[config.mk]
export PLATFORM = sky130hd
export DESIGN_NAME = seg7_scanner
export DESIGN_NICKNAME = d
export VERILOG_FILES = /design/src/rtl/seg7_pkg.sv /design/src/rtl/seg7_decode.sv /design/src/rtl/seg7_scanner.sv
export SDC_FILE = /design/constraint.sdc
export NUM_CORES = 1
export LEC_CHECK = 0
export ABC_AREA = 1
export CORE_AREA = 2 2 161 163
export CTS_CLUSTER_DIAMETER = 60
export CTS_CLUSTER_SIZE = 40
export DETAILED_ROUTE_END_ITERATION = 8
export DIE_AREA = 0 0 163 165
export PLACE_DENSITY = 0.59
export SLEW_MARGIN = 25
export SYNTH_ARGS = -nofsm -noshare
export SYNTH_HDL_FRONTEND = slang
export SYNTH_HIERARCHICAL = 1
export SYNTH_SLANG_ARGS = --single-unit
export TNS_END_PERCENT = 1
[constraint.sdc]
create_clock -name clk -period 2.33 [get_ports clk]
set_input_delay 0.3495 -clock clk [delete_from_list [all_inputs] [get_ports clk]]
set_output_delay 0.3495 -clock clk [all_outputs]
set_load 0.03 [all_outputs]
[src/rtl/seg7_pkg.sv]
// Shared definitions for the multiplexed seven-segment scanner: segment
// patterns, off codes and the per-digit display record.
package seg7_pkg;

   localparam int unsigned MAX_DIG = 8;
   localparam int unsigned DATA_W  = 4 * MAX_DIG;

   localparam logic [7:0] SEG_OFF = 8'hFF;
   localparam logic [7:0] AN_OFF  = 8'hFF;

   // Active-low gfedcba patterns, entry 0 is the rightmost element
   localparam logic [15:0][6:0] HEX_TABLE = {
      7'h0E, 7'h06, 7'h21, 7'h46, 7'h03, 7'h08, 7'h18, 7'h00,
      7'h78, 7'h02, 7'h12, 7'h19, 7'h30, 7'h24, 7'h79, 7'h40
   };

   typedef struct packed {
      logic [DATA_W-1:0]  data;
      logic [MAX_DIG-1:0] dp;
      logic [MAX_DIG-1:0] blank;
      logic [MAX_DIG-1:0] blink;
   } disp_t;

   // Everything blanked so nothing lights before the first committed load
   localparam disp_t DISP_RST = '{data: '0, dp: '0, blank: '1, blink: '0};

endpackage

[src/rtl/seg7_decode.sv]
// Combinational hex code to active-low segment pattern lookup.
module seg7_decode
   import seg7_pkg::*;
(
   input  logic [3:0] code,
   output logic [6:0] seg_c
);

   always_comb seg_c = HEX_TABLE[code];

endmodule

[src/rtl/seg7_scanner.sv]
// Time-multiplexed seven-segment scanner with double-buffered digit contents
// committed on frame boundaries, per-digit blanking and blinking.
module seg7_scanner
   import seg7_pkg::*;
#(
   parameter int unsigned NDIG         = 8,
   parameter int unsigned SCAN_DIV     = 100_000,
   parameter int unsigned BLINK_FRAMES = 250
) (
   input  logic              clk,
   input  logic              rst,
   input  logic [4*NDIG-1:0] data,
   input  logic [NDIG-1:0]   dp,
   input  logic [NDIG-1:0]   blank,
   input  logic [NDIG-1:0]   blink,
   input  logic              load,
   output logic              pend,
   output logic              frame_done,
   output logic [7:0]        SEG,
   output logic [7:0]        AN
);

   localparam int unsigned PW = (SCAN_DIV > 1) ? $clog2(SCAN_DIV) : 1;
   localparam int unsigned BW = (BLINK_FRAMES > 1) ? $clog2(BLINK_FRAMES) : 1;
   localparam int unsigned IW = 3;

   logic [PW-1:0] presc;
   logic [IW-1:0] idx;
   logic [BW-1:0] bcnt;
   logic          phase_off;
   disp_t         shadow;
   disp_t         active;

   disp_t      cap_c;
   logic       tick_c;
   logic       wrap_c;
   logic       dark_c;
   logic [3:0] code_c;
   logic [6:0] hex_c;

   // Inputs widened to the full-size record; unused digit slots stay zero
   always_comb begin
      cap_c       = DISP_RST;
      cap_c.data  = DATA_W'(data);
      cap_c.dp    = MAX_DIG'(dp);
      cap_c.blank = MAX_DIG'(blank);
      cap_c.blink = MAX_DIG'(blink);
   end

   always_comb begin
      tick_c     = (presc == PW'(SCAN_DIV - 1));
      wrap_c     = tick_c && (idx == IW'(NDIG - 1));
      frame_done = wrap_c && !rst;
      code_c     = active.data[{idx, 2'b00} +: 4];
      dark_c     = active.blank[idx] | (active.blink[idx] & phase_off);
   end

   seg7_decode u_decode (
      .code  (code_c),
      .seg_c (hex_c)
   );

   always_ff @(posedge clk) begin
      if (rst) begin
         presc     <= '0;
         idx       <= '0;
         bcnt      <= '0;
         phase_off <= 1'b0;
         pend      <= 1'b0;
         shadow    <= DISP_RST;
         active    <= DISP_RST;
         SEG       <= SEG_OFF;
         AN        <= AN_OFF;
      end else begin
         presc <= tick_c ? '0 : presc + PW'(1);
         if (tick_c) idx <= wrap_c ? '0 : idx + IW'(1);

         if (wrap_c) begin
            if (bcnt == BW'(BLINK_FRAMES - 1)) begin
               bcnt      <= '0;
               phase_off <= ~phase_off;
            end else begin
               bcnt <= bcnt + BW'(1);
            end
            // A load coinciding with the wrap bypasses the shadow wait
            pend <= 1'b0;
            if (load) begin
               active <= cap_c;
               shadow <= cap_c;
            end else if (pend) begin
               active <= shadow;
            end
         end else if (load) begin
            shadow <= cap_c;
            pend   <= 1'b1;
         end

         if (dark_c) begin
            SEG <= SEG_OFF;
            AN  <= AN_OFF;
         end else begin
            SEG <= {~active.dp[idx], hex_c};
            AN  <= AN_OFF & ~(8'(1) << idx);
         end
      end
   end

endmodule

==> Word level (Yosys, flattened, before mapping) <==
Memory sizes are Yosys's and may differ from the RTL's. A register that Yosys moved wholly into a read port is not among the register bits.
Cells that the tools add are included.
W data, S select, Z words.
{ "op_classes": {"add_sub_neg": 3, "order_cmp": 2, "n_eq_ne": 3, "n_shift": 2, "n_mux": 11, "n_bitwise": 5, "reduce_logical": 9} }
{ "op_table": {"columns": ["operator", "count"], "rows": [
  ["$mux W56", 2],
  ["$shiftx A32 B6 Y4", 1],
  ["$add A17 B1 Y17 const B", 1],
  ["$eq A17 B17 Y1 const B", 1],
  ["$bmux W1 S3", 3],
  ["$add A8 B1 Y8 const B", 1],
  ["$eq A8 B8 Y1 const B", 1],
  ["$mux W8", 1],
  ["$not A8 Y8", 1],
  ["$shl A1 B3 Y8 const A", 1],
  ["$mux W7", 1],
  ["$reduce_or A2 Y1", 3],
  ["$lt A4 B5 Y1 const B", 1],
  ["$lt A3 B4 Y1 const B", 1],
  ["$reduce_and A2 Y1", 2],
  ["$add A3 B1 Y3 const B", 1],
  ["$eq A3 B3 Y1 const B", 1],
  ["$mux W1", 3],
  ["$mux W3", 1],
  ["$logic_and A1 B1 Y1", 2],
  ["$not A1 Y1", 2],
  ["$reduce_bool A2 Y1", 1],
  ["$and A1 B1 Y1", 1],
  ["$logic_not A1 Y1", 1],
  ["$or A1 B1 Y1", 1]
]} }
{ "word_totals": {"ff_bits": 158, "mem_bits_ro": 112, "in_bits": 59, "output_inout_bits": 18, "word_cells": 51, "memories": 1} }
{ "memory_table": {"columns": ["name", "words", "width", "read_ports", "rd_ports_with_merged_regs", "write_ports", "line_no", "text"], "rows": [
  ["(no name shown)", 16, 7, 1, 1, 0, "seg7_decode.sv:9", "always_comb seg_c = HEX_TABLE[code];"]
]} }

==> Longest topological paths before layout <==
Gate-level depths: netlist (run 1).
{ "depth": {"word_depth": 5, "ltp_mapped": 16, "ltp_nobuf": 14} }

==> By module <==
The synthesis (run 1) kept the hierarchy.
{ "by_module_without_submodules": {"columns": ["mod", "n_inst", "cells_per_inst", "area_per_inst_um2", "seq_area_each_um2"], "rows": [
  ["seg7_scanner", 1, 983, 7163.1, 3163.0],
  ["seg7_decode", 1, 49, 265.3, 0.0]
]} }

==> Worst setup path after synthesis (run 1) <==
No wires, ideal clock.
{ "synth_path": {"path_kind": "flip-flop to flip-flop", "start": "reg idx[0]", "end": "reg SEG[3]", "setup_time_ns": 0.123, "arrival_ns": 2.279, "t_required_ns": 2.207, "setup_slack_ns": -0.072, "stages_incl_launch_ff": 15, "path_buffers": 3, "period_less_slack_ns": 2.402, "path_cell_list": "dfxtp_1 > clkbuf_2 > inv_2 > buf_2 > buf_1 > o21ai_0 > a31oi_1 > inv_1 > ha_1 > inv_1 > nand2_1 > nand2_1 > nand2_1 > nand2_1 > nand3b_1"} }
{ "synth_via": {"elab_cells_between_ends": 8, "cone_classes": "shift (1); mux (4); bitwise (2); reduce/logical (1)"} }
{ "synth_rtl": {"columns": ["item", "line_no", "text"], "rows": [
  ["start: declaration", "seg7_scanner.sv:28", "logic [IW-1:0] idx;"],
  ["start signal: assignment", "seg7_scanner.sv:76", "if (tick_c) idx <= wrap_c ? '0 : idx + IW'(1);"],
  ["$shiftx A32 B6 Y4", "seg7_scanner.sv:54", "code_c = active.data[{idx, 2'b00} +: 4];"],
  ["named net code_c[0]", "seg7_scanner.sv:38", "logic [3:0] code_c;"],
  ["end: declaration", "seg7_scanner.sv:19", "output logic [7:0] SEG,"]
]} }
The timed path passes the listed nets, and every way through them passes these cells. The select of a mux whose other input is x is not followed.
A chain may end at the register's enable or synchronous reset.

==> Worst setup path in the final report (run 1) <==
{ "layout_path": {"start": "reg presc[0]", "end": "out frame_done"} }
{ "layout_via": {"elab_chain_len": 3} }
{ "layout_rtl": {"columns": ["item", "line_no", "text"], "rows": [
  ["start: declaration", "seg7_scanner.sv:27", "logic [PW-1:0] presc;"],
  ["start signal: assignment", "seg7_scanner.sv:75", "presc <= tick_c ? '0 : presc + PW'(1);"],
  ["$eq A17 B17 Y1", "seg7_scanner.sv:51", "tick_c = (presc == PW'(SCAN_DIV - 1));"],
  ["$logic_and A1 B1 Y1", "seg7_scanner.sv:52", "wrap_c = tick_c && (idx == IW'(NDIG - 1));"],
  ["$logic_and A1 B1 Y1", "seg7_scanner.sv:53", "frame_done = wrap_c && !rst;"],
  ["end: declaration", "seg7_scanner.sv:18", "output logic frame_done,"]
]} }
Every way passes these cells.

==> results of run 1 <==
-- power groups by stage --
stage | combinational, uW | clock [uW] | sequential [uW]
finish | 358 | 2690 | 2780
global route | 401 | 2900 | 2790
CTS | 365 | 2770 | 2780
detailed placement | 364 | 0 | 2840
global placement | 360 | 0 | 2840
floorplan | 202 | 0 | 2840
-- logic make-up (layout without fill, tap and decap cells) --
family	Yosys count	in the layout	share of synthesized area, %
adders and majority gates	15	15	2.53
DFF	158	158	42.6
AOI/OAI and AO/OA	74	74	5.10
and+or+nand+nor	528	528	30.9
muxes	48	48	6.47
buffers and inverters	199	271	11.3
xor gates and xnor gates	10	10	1.18
-- stage by stage --
stage	setup slack (ns)	hold WS, ns	utilization [%]	power (uW)
final	0.146	0.238	36.3	5830
after global routing	0.0128	0.254	36.3	6080
after CTS	0.0584	0.231	36.1	5920
after detailed placement	0.245	0.442	33.8	3210
after global placement	0.325	0.431	33.8	3200
after floorplan	0.0150	0.417	-	3040
-- routing by layer --
layer  up-vias  GRT usage, %  part of all wire (%)
li1       3380             -                     -
met1      2765          17.4                    50
met2       101          21.1                    44
met3        11          3.84                   4.0
met4         0          5.07                   1.5
met5         -             0                     0
-- critical path, stage by stage (launching register included) --
cell and delay [ns]:
dfxtp_2 0.34, ha_2 0.18, nand2_2 0.08, nor2_4 0.17, nand3_2 0.11, nor2_4 0.16
nand2_1 0.10, nor2_1 0.10, buf_4 0.17
-- timing repair --
action / 4_1_cts / 5_1_grt
hold buffers: 0 / 0
buffers inserted: 0 / 3
setup endpoints to repair: 0 / 2
resized for setup: 0 / 5
-- worst max path at each step --
stage | startpoint | to | slack [ns] | depth (start not counted)
finish | presc[0] | frame_done | 0.15 | 8
global route | presc[0] | frame_done | 0.01 | 8
CTS | idx[0] | frame_done | 0.06 | 6
detailed placement | idx[1] | SEG[3] | 0.24 | 13
global placement | idx[0] | SEG[3] | 0.33 | 14
floorplan | idx[0] | SEG[3] | 0.02 | 15
-- layout make-up --
type / instances / area, um2 / share of cell area [%]
inverter: 140 / 526 / 5.78
tap: 330 / 413 / 4.54
clock inverter: 14 / 135 / 1.49
timing repair buffer: 99 / 952 / 10.5
clock buffer: 18 / 439 / 4.83
multi-input combinational: 675 / 3460 / 38.1
sequential: 158 / 3160 / 34.8
-- flip-flops by register name, summed over array words and instances (netlist names) --
register and count:
active 56, idx 3, pend 1, phase_off 1, SEG 8, bcnt 8, shadow 56, AN 8
presc 17
-- cell usage in the layout, fill, tap and decap left out, types with 3 or more instances in the layout --
cell type        count
nor3_1               8
buf_4               22
dfxtp_1            157
nor2_1             144
mux2i_1             48
clkdlybuf4s50_1     73
nand4_1             55
nand3_1             61
a31oi_1              3
inv_6                3
inv_2                8
nand2_1            235
ha_1                13
a21oi_1             38
o21ai_0             29
inv_1              132
xor2_1               9
nor2_2               3
clkbuf_16           17
clkinv_4             4
nand3b_1            14
clkinvlp_4           3
==> results.cfg, run 1 <==
[clocking]
cts_sinks = 158
cts_max_level = 4
clk_path_buf_depth = 2
clk-insertion-delay-late_ns = 0.43
path_clk_slew_ns = 0.06
numCtsBuffers = 17
cts_root_buf = clkbuf_16
cts_tree = yes

[cells_and_area]
final_cells = 1434
fillers = 2651
area_delta_synth_final_pct = 22.4
drive_above_1_share_pct = 7.34
diodes = 0
nets = 1165
fin_area_mm2 = 0.00909

[sta]
rsz0062_at_grt = false
timing.fmax_ghz = 0.458
worstMarginPinSlew_ns = 0.685
setup_tns_ns = 0
fin_crit_sh_pct = 93.7
hold_violations = 0
relSlewSlack_pct = 54.0
fin_skew_ns = 0.0125
setup_viol = 0
finalMaxSlewViolations = 0
period_needed_ns = 2.18

[floorplan]
initial_core_util_pct = 29.7
num_io_pins = 77
rows = 58
chipWidth_um = 163
die_h_um = 165
core_region_area_mm2 = 0.0250
die_area_mm2 = 0.0269

[synth]
synth_top_area_cell = dfxtp_1
ys_types = 30
syn_inst = 1032
yosysTopAreaCellShare_pct = 42.6
ys_seq_area_share_pct = 42.6
synth_common_cells = 235 x nand2_1, 158 x dfxtp_1, 144 x nor2_1, 132 x inv_1, 63 x nand3_1
ys_seq_elements = 158
async_flop_share_pct = 0
synth_most_common_cell = nand2_1
syn_nets = 1106
synth_edf_count = 0
netlist_area_mm2 = 0.00743
synth_flop_cell = dfxtp_1
syn_area_per_cell_um2 = 7.20
synth.area.top_cells = dfxtp_1 43%, nand2_1 12%, nor2_1 7.3%
yosys_warnings = 6

[setup_path]
crit_type = flip-flop to output port
cp_max_fo = 4
r2r-end = SEG[3]
reg2reg_slack_ns = 0.25
rr_worst_depth = 13
start_kind = flip-flop
required_ns = 1.98
cp.arrival_ns = 1.83
crit_path_end_kind = output port
timing.rr.start = idx[1]

[grt]
grt-ovfl-total = 0
first_global_vias = 5845
grt_max_degree = 71
grt_usage_pct = 13.4
antenna_found_initial = 0
grt_pass1_wl_um = 28800

[route]
drcViolationCount = 0
drtIter0Drc = 304
via_per_inst = 4.36
postRouteAntennaNets = 0
wl_um = 17300
first_pass_iters = 5
wl_per_cell_um = 12.1
vias = 6257

[flow_run]
cap_violations = 0

[min_path]
min_to = pend
min_path_cells = 3
hold_start = load
hold_path_class = primary input to flip-flop

[place]
dpl.hpwl_um = 12200
gp_congestion = 0.850
postPlaceCellArea_mm2 = 0.00847
post-place-cells = 1399
port_buffers = 76

[pwr]
power_density_mw_per_mm2 = 641
power_frac_seq_pct = 47.7
power_leakage_uw = 0.00393
switching_share_pct = 23.6
internal_power_uw = 4450
clkPwrFrac_pct = 46.1
worst_ir_drop_vdd_v = 0.000476
p_sw_uw = 1380
pwr-share-comb_pct = 6.1

[run_status]
run_status = finished clean
No activity file was read; power rests on OpenSTA's default activity.
==> inputs of run 2 (changes only) <==
--- a/config.mk
+++ b/config.mk
@@ -11,7 +11,7 @@
 export CTS_CLUSTER_SIZE = 40
 export DETAILED_ROUTE_END_ITERATION = 8
 export DIE_AREA = 0 0 163 165
-export PLACE_DENSITY = 0.59
+export PLACE_DENSITY = 0.58
 export SLEW_MARGIN = 25
 export SYNTH_ARGS = -nofsm -noshare
 export SYNTH_HDL_FRONTEND = slang
==> run 2 against run 1 <==
Via count increased by 0.97%. Combinational power up 1%. Power up 0.16%. Hold slack better by 0.13 ns. Clock power about the same. Clock skew fell by 0.0041 ns. Critical path depth did not move. Sequential share of layout area down 0.37 points. Maximum frequency decreased by 1.3%. Core utilization grew 0.38 points. Critical path type unchanged. Critical endpoint unchanged. Largest power group unchanged.
==> results.cfg, run 2 (synthesized netlist as in run 1, its figures left out) <==
[sta]
fin_crit_sh_pct = 95.0
fin_ws_ns = 0.117
setup_tns_ns = 0
timing.fmax_ghz = 0.452
period_needed_ns = 2.21
worstMarginPinSlew_ns = 0.696
rsz0062_at_grt = false
hold_violations = 0
setup_viol = 0
relSlewSlack_pct = 53.2
fin_skew_ns = 0.00842
whs_ns = 0.371
finalMaxSlewViolations = 0

[place]
port_buffers = 76
gp_congestion = 0.836
place_ws_ns = 0.176
dpl.hpwl_um = 12600

[cells_and_area]
final_cell_mix = 234 x nand2_1, 157 x dfxtp_1, 143 x nor2_1
drive_above_1_share_pct = 8.36
area_delta_synth_final_pct = 23.7
multi_input_area_mm2 = 0.00348
reg_top3 = active (56), shadow (56), presc (17)
fillers = 2570
seq_area_mm2 = 0.00316
diodes = 0
nets = 1174
final_common_cell = nand2_1

[floorplan]
chipWidth_um = 163
core_region_area_mm2 = 0.0250
initial_core_util_pct = 29.7
die_h_um = 165
num_io_pins = 77
rows = 58
die_area_mm2 = 0.0269

[route]
drcViolationCount = 0
drtIter0Drc = 317
wl_per_cell_um = 12.2
wl_um = 17600
via_per_inst = 4.38
first_pass_iters = 4
postRouteAntennaNets = 0
vias = 6318

[clocking]
clk_path_buf_depth = 2
numCtsBuffers = 17
path_clk_slew_ns = 0.07
cts_tree = yes
cts_sinks = 158
cts_max_level = 4
cts_root_buf = clkbuf_16
clk-insertion-delay-late_ns = 0.43

[pwr]
worst_ir_drop_vdd_v = 0.000485
power_leakage_uw = 0.00398
power_density_mw_per_mm2 = 635

[setup_path]
cpLargestDelayFamily = simple AND/OR/NAND/NOR gates
cp.arrival_ns = 1.86
required_ns = 1.98
crit_path_end_kind = output port
cp_slowest_cell = dfxtp_1
worstPathCellList = ha_2 -> nand2_2 -> nor2_4 -> nand3_2 -> nor2_4 -> nand2_2 -> nor2_4 -> buf_6
start_kind = flip-flop
cp_num_buf_inv = 1
startpoint = presc[1]
cp_max_fo = 4
timing.rr.start = idx[0]
crit_type = flip-flop to output port
crit_path_frequent_cell = nor2_4
cp_slowest_stage_delay_ns = 0.33

[flow_run]
cap_violations = 0

[grt]
grt_usage_pct = 13.9
grt-ovfl-total = 0
grt_pass1_wl_um = 29700
antenna_found_initial = 0
first_global_vias = 5986
grt_max_degree = 71

[min_path]
hold_path_class = primary input to flip-flop
hold_start = load

[run_status]
run_status = finished clean
[run 2: path summary, 6_finish.rpt]
path	endpoint	slack (ns)	depth (start not counted)
worst max register to register	SEG[3]	0.23	14
worst max-delay path	frame_done	0.12	8
worst min register to register	presc[0]	0.42	1
worst min-delay path	shadow[10]	0.37	3
[run 2: timing repair]
action	in CTS	in global routing
buffers inserted	0	7
endpoints found under the setup margin	1	3
hold buffers	0	0
pin swaps	0	3
resized for setup	4	8
[run 2: area by class of cell]
class | instances | area share [%]
inverter | 140 | 5.72
sequential | 158 | 34.4
clock buffer | 18 | 4.78
multi-input combinational | 675 | 37.9
tap | 330 | 4.49
timing repair buffer | 108 | 11.2
clock inverter | 14 | 1.48
[run 2: power by group]
group	internal [uW]	switching, uW
Clock	1520	1170
Combinational	170	193
Sequential	2760	17.1
Total	4450	1390
[run 2: metal layers]
metal  wire length, um  track usage, %  vias to the layer above
li1                  -               -                     3399
met3               749            3.42                       13
met2              7680            21.8                      107
met4               208            4.02                        0
met1              8960            19.0                     2799
met5                 0               0                        -
[run 2: per-stage QoR]
stage,instance area [um2],instances,total power [uW],utilization (%)
after floorplan,7440,1032,3040,-
after global placement,8510,1404,3210,34.0
after CTS,9100,1436,5920,36.4
after detailed placement,8510,1404,3210,34.0
after global routing,9190,1443,6080,36.7
final,9190,1443,5840,36.7
[run 2: worst min-delay path, delay by kind of cell]
kind / cells / cell delay (ns)
buffers and inverters: 1 / 0.21
AND/OR/NAND/NOR: 2 / 0.18
==> variant 1 (settings of run 1) <==
The package constant `MAX_DIG` goes from 8 to 16.
--- a/src/rtl/seg7_pkg.sv
+++ b/src/rtl/seg7_pkg.sv
@@ -2,7 +2,7 @@
 // patterns, off codes and the per-digit display record.
 package seg7_pkg;
 
-   localparam int unsigned MAX_DIG = 8;
+   localparam int unsigned MAX_DIG = 16;
    localparam int unsigned DATA_W  = 4 * MAX_DIG;
 
    localparam logic [7:0] SEG_OFF = 8'hFF;
Function: same outputs for any inputs over 4 cycles, from zero or initial values and one cycle with rst high; that may be too few to reach the edited logic, so the function may still have changed.
==> variant 1 against run 1 <==
- total power rose by 4.5%
- critical path depth down 2
- non-clock buffer count up 5
- area after synthesis rose by 0.62%
- sequential power barely moved
- wire length increased by 1.9%
- sequential cell count is the same
- setup slack got worse by 0.055 ns
- final area rose by 1.3%
- largest power group is now clock
==> variant 1: results (changes against run 1) <==
The register area share after synthesis is 42.3% (was 42.6%). The number of filler cells placed in the layout is 2586 (was 2651). The number of distinct library cells after synthesis is 30 (unchanged). The register-to-register setup slack is 0.28 ns (was 0.25 ns). The number of antenna violations at the first check in global routing came out at 1 (was 0). Most area-consuming cells after synthesis: dfxtp_1, nand2_1, nor2_1 (unchanged). Leading registers by flop count: active: 56 flops, shadow: 56 flops, presc: 17 flops (unchanged). The ratio of cells with drive above 1 in the final layout is 8.14% (was 7.34%). The antenna diode instance count was 0 (unchanged). The number of search-and-repair iterations in the first detailed-routing pass came to 4 (was 5). The detailed-placement wirelength estimate came out at 12.3 mm (was 12.2 mm).

The synthesized instance count came out at 1042 (was 1032). The minimum hold slack is 0.399 ns (was 0.238 ns). The proportion of synthesized flip-flops having asynchronous set or reset came to 0% (unchanged). The pin count of the biggest net entering global routing came out at 57 (was 71). The synthesized netlist net count is 1116 (was 1106). Most numerous cell types in the synthesized netlist: nand2_1, dfxtp_1, nor2_1 (unchanged). The share of the clock period used by the worst path is 96.1% (was 93.7%).

The count of input and output buffers was 76 (unchanged). The maximum fanout encountered on the critical timing path was 19 (was 4). The detail-routed net length per standard cell is 12.2 µm (was 12.1 µm). The filler-free cell count of the finished design is 1448 (was 1434).

The leakage component of the power is 0.00398 µW (was 0.00393 µW). The first-pass GRT wire length is 29.4 mm (was 28.8 mm). The worst supply voltage drop on vdd was 445 µV (was 476 µV).

The placement-stage cell area came out at 0.00855 mm² (was 0.00847 mm²). The global placer's final weighted congestion came out at 0.870 (was 0.850). The clock latency on the worst-skew pair is 0.43 ns (about the same). The largest clock skew in the final design came to 0.00919 ns (was 0.0125 ns). The total congestion overflow came out at 0 (unchanged). The classification of the worst-slack hold path is in -> reg (unchanged).

The worst slew margin relative to its limit is 56.7% (was 54.0%). The count of routing violations after the opening detailed-route iteration came to 409 (was 304). The maximum number of buffers from clock root to sink was 2 (unchanged). The final-stage net count is 1179 (was 1165).

The number of vias in the routed layout is 6394 (was 6257). Result of the run: completed (unchanged). The setup slack at placement was 0.111 ns (was 0.245 ns). The via count of the first global-routing pass came out at 6036 (was 5845).

The overall fraction of global-route tracks in use came out at 13.6% (was 13.4%).
variant 1: repair_timing:
action,in CTS,in global routing
buffers inserted,0,1
resized for setup,3,2
pin swaps,0,1
setup endpoints to repair,1,2
variant 1: report_power, final:
group          internal (µW)  switching (µW)
sequential              2760            17.4
combinational            168             197
clock                   1770            1180
total                   4700            1390
variant 1: path summary, 6_finish.rpt:
check	startpoint	to	depth (start not counted)
worst min register to register	presc[0]$_SDFF_PP0_	presc[0]$_SDFF_PP0_	1
worst min-delay path	load	shadow[16]$_SDFFE_PP1P_	3
worst max register to register	idx[0]$_SDFFE_PP0P_	SEG[3]$_SDFF_PP1_	12
worst max-delay path	idx[0]$_SDFFE_PP0P_	frame_done	6
variant 1: kinds of logic after synthesis:
logic type | synth area share (%)
AND/OR/NAND/NOR | 31.2
buffers and inverters | 11.3
flip-flops | 42.3
AO/OA/AOI/OAI | 5.21
multiplexers | 6.43
adder cells (fa/ha/maj) | 2.51
XOR/XNOR | 1.05
variant 1: per-layer routing:
layer,up-vias,global-route usage (%),wire (µm)
met5,-,0,13
met4,2,4.38,266
met3,17,3.89,1070
met2,130,20.6,7450
met1,2831,18.5,8870
li1,3414,-,-
variant 1: critical path: stages (launching register included):
cell and delay [ns]:
dfxtp_4 0.40, buf_6 0.19, ha_1 0.23, ha_4 0.23
nand2_1 0.13, nor2_1 0.11, buf_4 0.17
variant 1: area by class of cell:
cell class              instances  area [µm²]  share of cell area, %
clock inverters                13         179                   1.94
clock buffers                  19         453                   4.92
multi-input cells             685        3490                   38.0
inverters                     139         522                   5.67
flip-flops and latches        158        3170                   34.4
repair buffers                104         977                   10.6
well taps                     330         413                   4.49
==> variant 2 (config.mk and constraints of run 1) <==
Made on the original files. Register the output `SEG` once more, without a reset; this adds one clock of latency there. The other outputs are not delayed to match.
--- a/src/rtl/seg7_scanner.sv
+++ b/src/rtl/seg7_scanner.sv
@@ -23,6 +23,8 @@
    localparam int unsigned PW = (SCAN_DIV > 1) ? $clog2(SCAN_DIV) : 1;
    localparam int unsigned BW = (BLINK_FRAMES > 1) ? $clog2(BLINK_FRAMES) : 1;
    localparam int unsigned IW = 3;
+
+   logic [7:0] SEG_s0;
 
    logic [PW-1:0] presc;
    logic [IW-1:0] idx;
@@ -69,7 +71,7 @@
          pend      <= 1'b0;
          shadow    <= DISP_RST;
          active    <= DISP_RST;
-         SEG       <= SEG_OFF;
+         SEG_s0    <= SEG_OFF;
          AN        <= AN_OFF;
       end else begin
          presc <= tick_c ? '0 : presc + PW'(1);
@@ -96,14 +98,18 @@
          end
 
          if (dark_c) begin
-            SEG <= SEG_OFF;
+            SEG_s0 <= SEG_OFF;
             AN  <= AN_OFF;
          end else begin
-            SEG <= {~active.dp[idx], hex_c};
+            SEG_s0 <= {~active.dp[idx], hex_c};
             AN  <= AN_OFF & ~(8'(1) << idx);
          end
       end
    end
 
+   always_ff @(posedge clk) begin
+      SEG <= SEG_s0;
+   end
+
 endmodule
 
Function: changed (a bounded check fails within 4 cycles, from zero or initial values and one cycle with rst high).
==> variant 2 against run 1 <==
- total power increased by 4.6%
- sequential cell count increased by 8
- fmax decreased by 2.4%
- final area increased by 2.8%
- area after synthesis increased by 2.4%
- non-clock buffer count increased by 8
- wire length increased by 3.1%
- setup slack got worse by 0.053 ns
- sequential power increased by 5%
- largest cell class unchanged
- largest power group unchanged
==> variant 2: results (changes against run 1) <==
The leakage component of the power came out at 0.00404 µW (was 0.00393 µW). The overall fraction of global-route tracks in use is 13.8% (was 13.4%). The total placed cells including tap cells came out at 1413 (was 1399).

The clock root buffer master is clkbuf_16 (unchanged). The worst slew margin relative to its limit came out at 52.2% (was 54.0%). The most frequently used flop master after synthesis is dfxtp_1 (unchanged).

Leading registers by flop count: active: 56 flops, shadow: 56 flops, presc: 17 flops (unchanged). The number of distinct library cells after synthesis is 31 (was 30). The met2 wire length came out at 7.81 mm (was 7.71 mm). The number of search-and-repair iterations in the first detailed-routing pass is 7 (was 5). The setup slack at placement is 0.275 ns (was 0.245 ns). The number of antenna violations at the first check in global routing is 0 (unchanged).

The minimum hold slack came to 0.248 ns (was 0.238 ns). The synthesized instance count was 1040 (was 1032). The arrival time of data at the critical path endpoint came out at 1.89 ns (was 1.83 ns). The total CTS buffers came out at 17 (unchanged). The via count of the first global-routing pass came out at 6038 (was 5845). The proportion of synthesized flip-flops having asynchronous set or reset came out at 0% (unchanged). The amount of wire on met3 after detailed routing came to 599 µm (was 685 µm). The first-pass GRT wire length is 29.8 mm (was 28.8 mm).

The highest metal layer with signal wires is met4 (unchanged). The ratio of cells with drive above 1 in the final layout came out at 7.95% (was 7.34%). Result of the run: completed (unchanged). The total congestion overflow is 0 (unchanged). Most area-consuming cells after synthesis: dfxtp_1, nand2_1, nor2_1 (unchanged). Clock-pin slew was measured on the worst setup and hold paths at ~0.070 ns. The classification of the worst-slack hold path was in -> reg (unchanged).

The final-stage net count came out at 1181 (was 1165). The hold path depth was 3 (unchanged). The synthesized netlist net count came out at 1114 (was 1106).

The antenna diode instance count came out at 0 (unchanged). The placement-stage cell area is 0.00868 mm² (was 0.00847 mm²). The startpoint of the lowest-slack hold path is load (unchanged). Most numerous cell types in the synthesized netlist: nand2_1, dfxtp_1, nor2_1 (unchanged). The H-tree depth is 4 (unchanged). The largest clock skew in the final design came out at 0.0112 ns (was 0.0125 ns).

The count of yosys warnings during synthesis is 6 (unchanged). The global placer's final weighted congestion came out at 0.848 (was 0.850). The pin count of the biggest net entering global routing is 49 (was 71).

The clock latency on the worst-skew pair is 0.43 ns (about the same). The maximum fanout encountered on the critical timing path came to 6 (was 4). The launch point of the worst reg-to-reg path is idx[0]$_SDFFE_PP0P_ (was idx[1]$_SDFFE_PP0P_). The number of vias in the routed layout is 6298 (was 6257). The end point of the worst hold path is pend$_SDFFE_PP0P_ (unchanged). The worst supply voltage drop on vdd came out at 430 µV (was 476 µV). The count of cells along the worst register-to-register path is 14 (was 13).

The detail-routed net length per standard cell came out at 12.3 µm (was 12.1 µm). Setup slack on the worst reg-to-reg path comes out at approximately 0.26 ns. The wire length the detailed router placed on met1 is 9.15 mm (was 8.69 mm). The detailed-placement wirelength estimate came out at 12.8 mm (was 12.2 mm). The filler-free cell count of the finished design was 1450 (was 1434).

The count of routing violations after the opening detailed-route iteration came to 327 (was 304). The terminus of the critical flop-to-flop path was SEG_s0[3]$_SDFF_PP1_ (was SEG[3]$_SDFF_PP1_). The register area share after synthesis is 43.7% (was 42.6%).
## variant 2: cell count changes in the layout (fill, tap and decap cells not counted), sizes merged, moves of 2 or more
cell / run 1 / this run
nand2: 237 / 239
dfxtp: 158 / 166
a21oi: 38 / 40
clkinvlp: 3 / 0
buf: 26 / 34
nor3: 8 / 6
inv: 144 / 150
## variant 2: area by class of cell
type | count | area (µm²)
inverter | 141 | 529
timing repair buffer | 107 | 1020
sequential | 166 | 3330
clock buffer | 17 | 425
fill | 2598 | 15700
multi-input combinational | 674 | 3470
clock inverter | 15 | 163
tap | 330 | 413
## variant 2: worst max path at each step
stage	startpoint	to	slack, ns	depth (start not counted)
global route	presc[0]$_SDFF_PP0_	frame_done	-0.04	8
CTS	presc[0]$_SDFF_PP0_	frame_done	0.0007	8
detailed placement	idx[0]$_SDFFE_PP0P_	bcnt[6]$_SDFFE_PP0P_	0.28	7
global placement	idx[2]$_SDFFE_PP0P_	AN[7]$_SDFF_PP1_	0.34	5
floorplan	idx[0]$_SDFFE_PP0P_	SEG_s0[3]$_SDFF_PP1_	0.0006	15
finish	presc[0]$_SDFF_PP0_	frame_done	0.09	8
## variant 2: repair_timing
| action | in CTS | in global routing |
|---|---|---|
| setup buffers | 0 | 5 |
| pin swaps | 0 | 5 |
| endpoints found under the hold margin | 0 | 0 |
| setup endpoints to repair | 1 | 1 |
| resized for setup | 2 | 7 |
| hold buffers | 0 | 0 |
## variant 2: worst max-delay path, cell delays in order (launching register included)
cell and delay (ns):
dfxtp_2 0.34, ha_2 0.18, nand2_2 0.08, nor2_4 0.18, nand3_2 0.11, nor2_4 0.18
nand2_2 0.11, nor2_4 0.12, buf_6 0.14
## variant 2: per-layer routing
layer	up-vias	global-route usage (%)
met5	-	0
met1	2754	18.8
li1	3425	-
met3	19	2.61
met4	0	5.59
met2	100	21.4
## variant 2: logic make-up (layout without fill, tap and decap cells)
family	count (synthesis)	count (layout)	synth area share, %
muxes	48	48	6.32
DFF	166	166	43.7
buffers and inverters	200	280	11.2
AOI/OAI and AO/OA	75	75	5.02
adders and majority gates	15	15	2.47
and+or+nand+nor	526	526	30.1
xor gates and xnor gates	10	10	1.15
## variant 2: power breakdown
group	switching (µW)	total [µW]	internal, µW	leakage [µW]
sequential	17.4	2920	2900	0.00135
clock	1280	2810	1530	0.000293
combinational	195	367	173	0.00240
## variant 2: metrics by stage
stage	total power, µW	TNS (ns)
6_report	6090	0
5_1_grt	6320	-0.0394
4_1_cts	6160	0
3_5_place_dp	3350	0
3_3_place_gp	3350	0
2_1_floorplan	3180	0
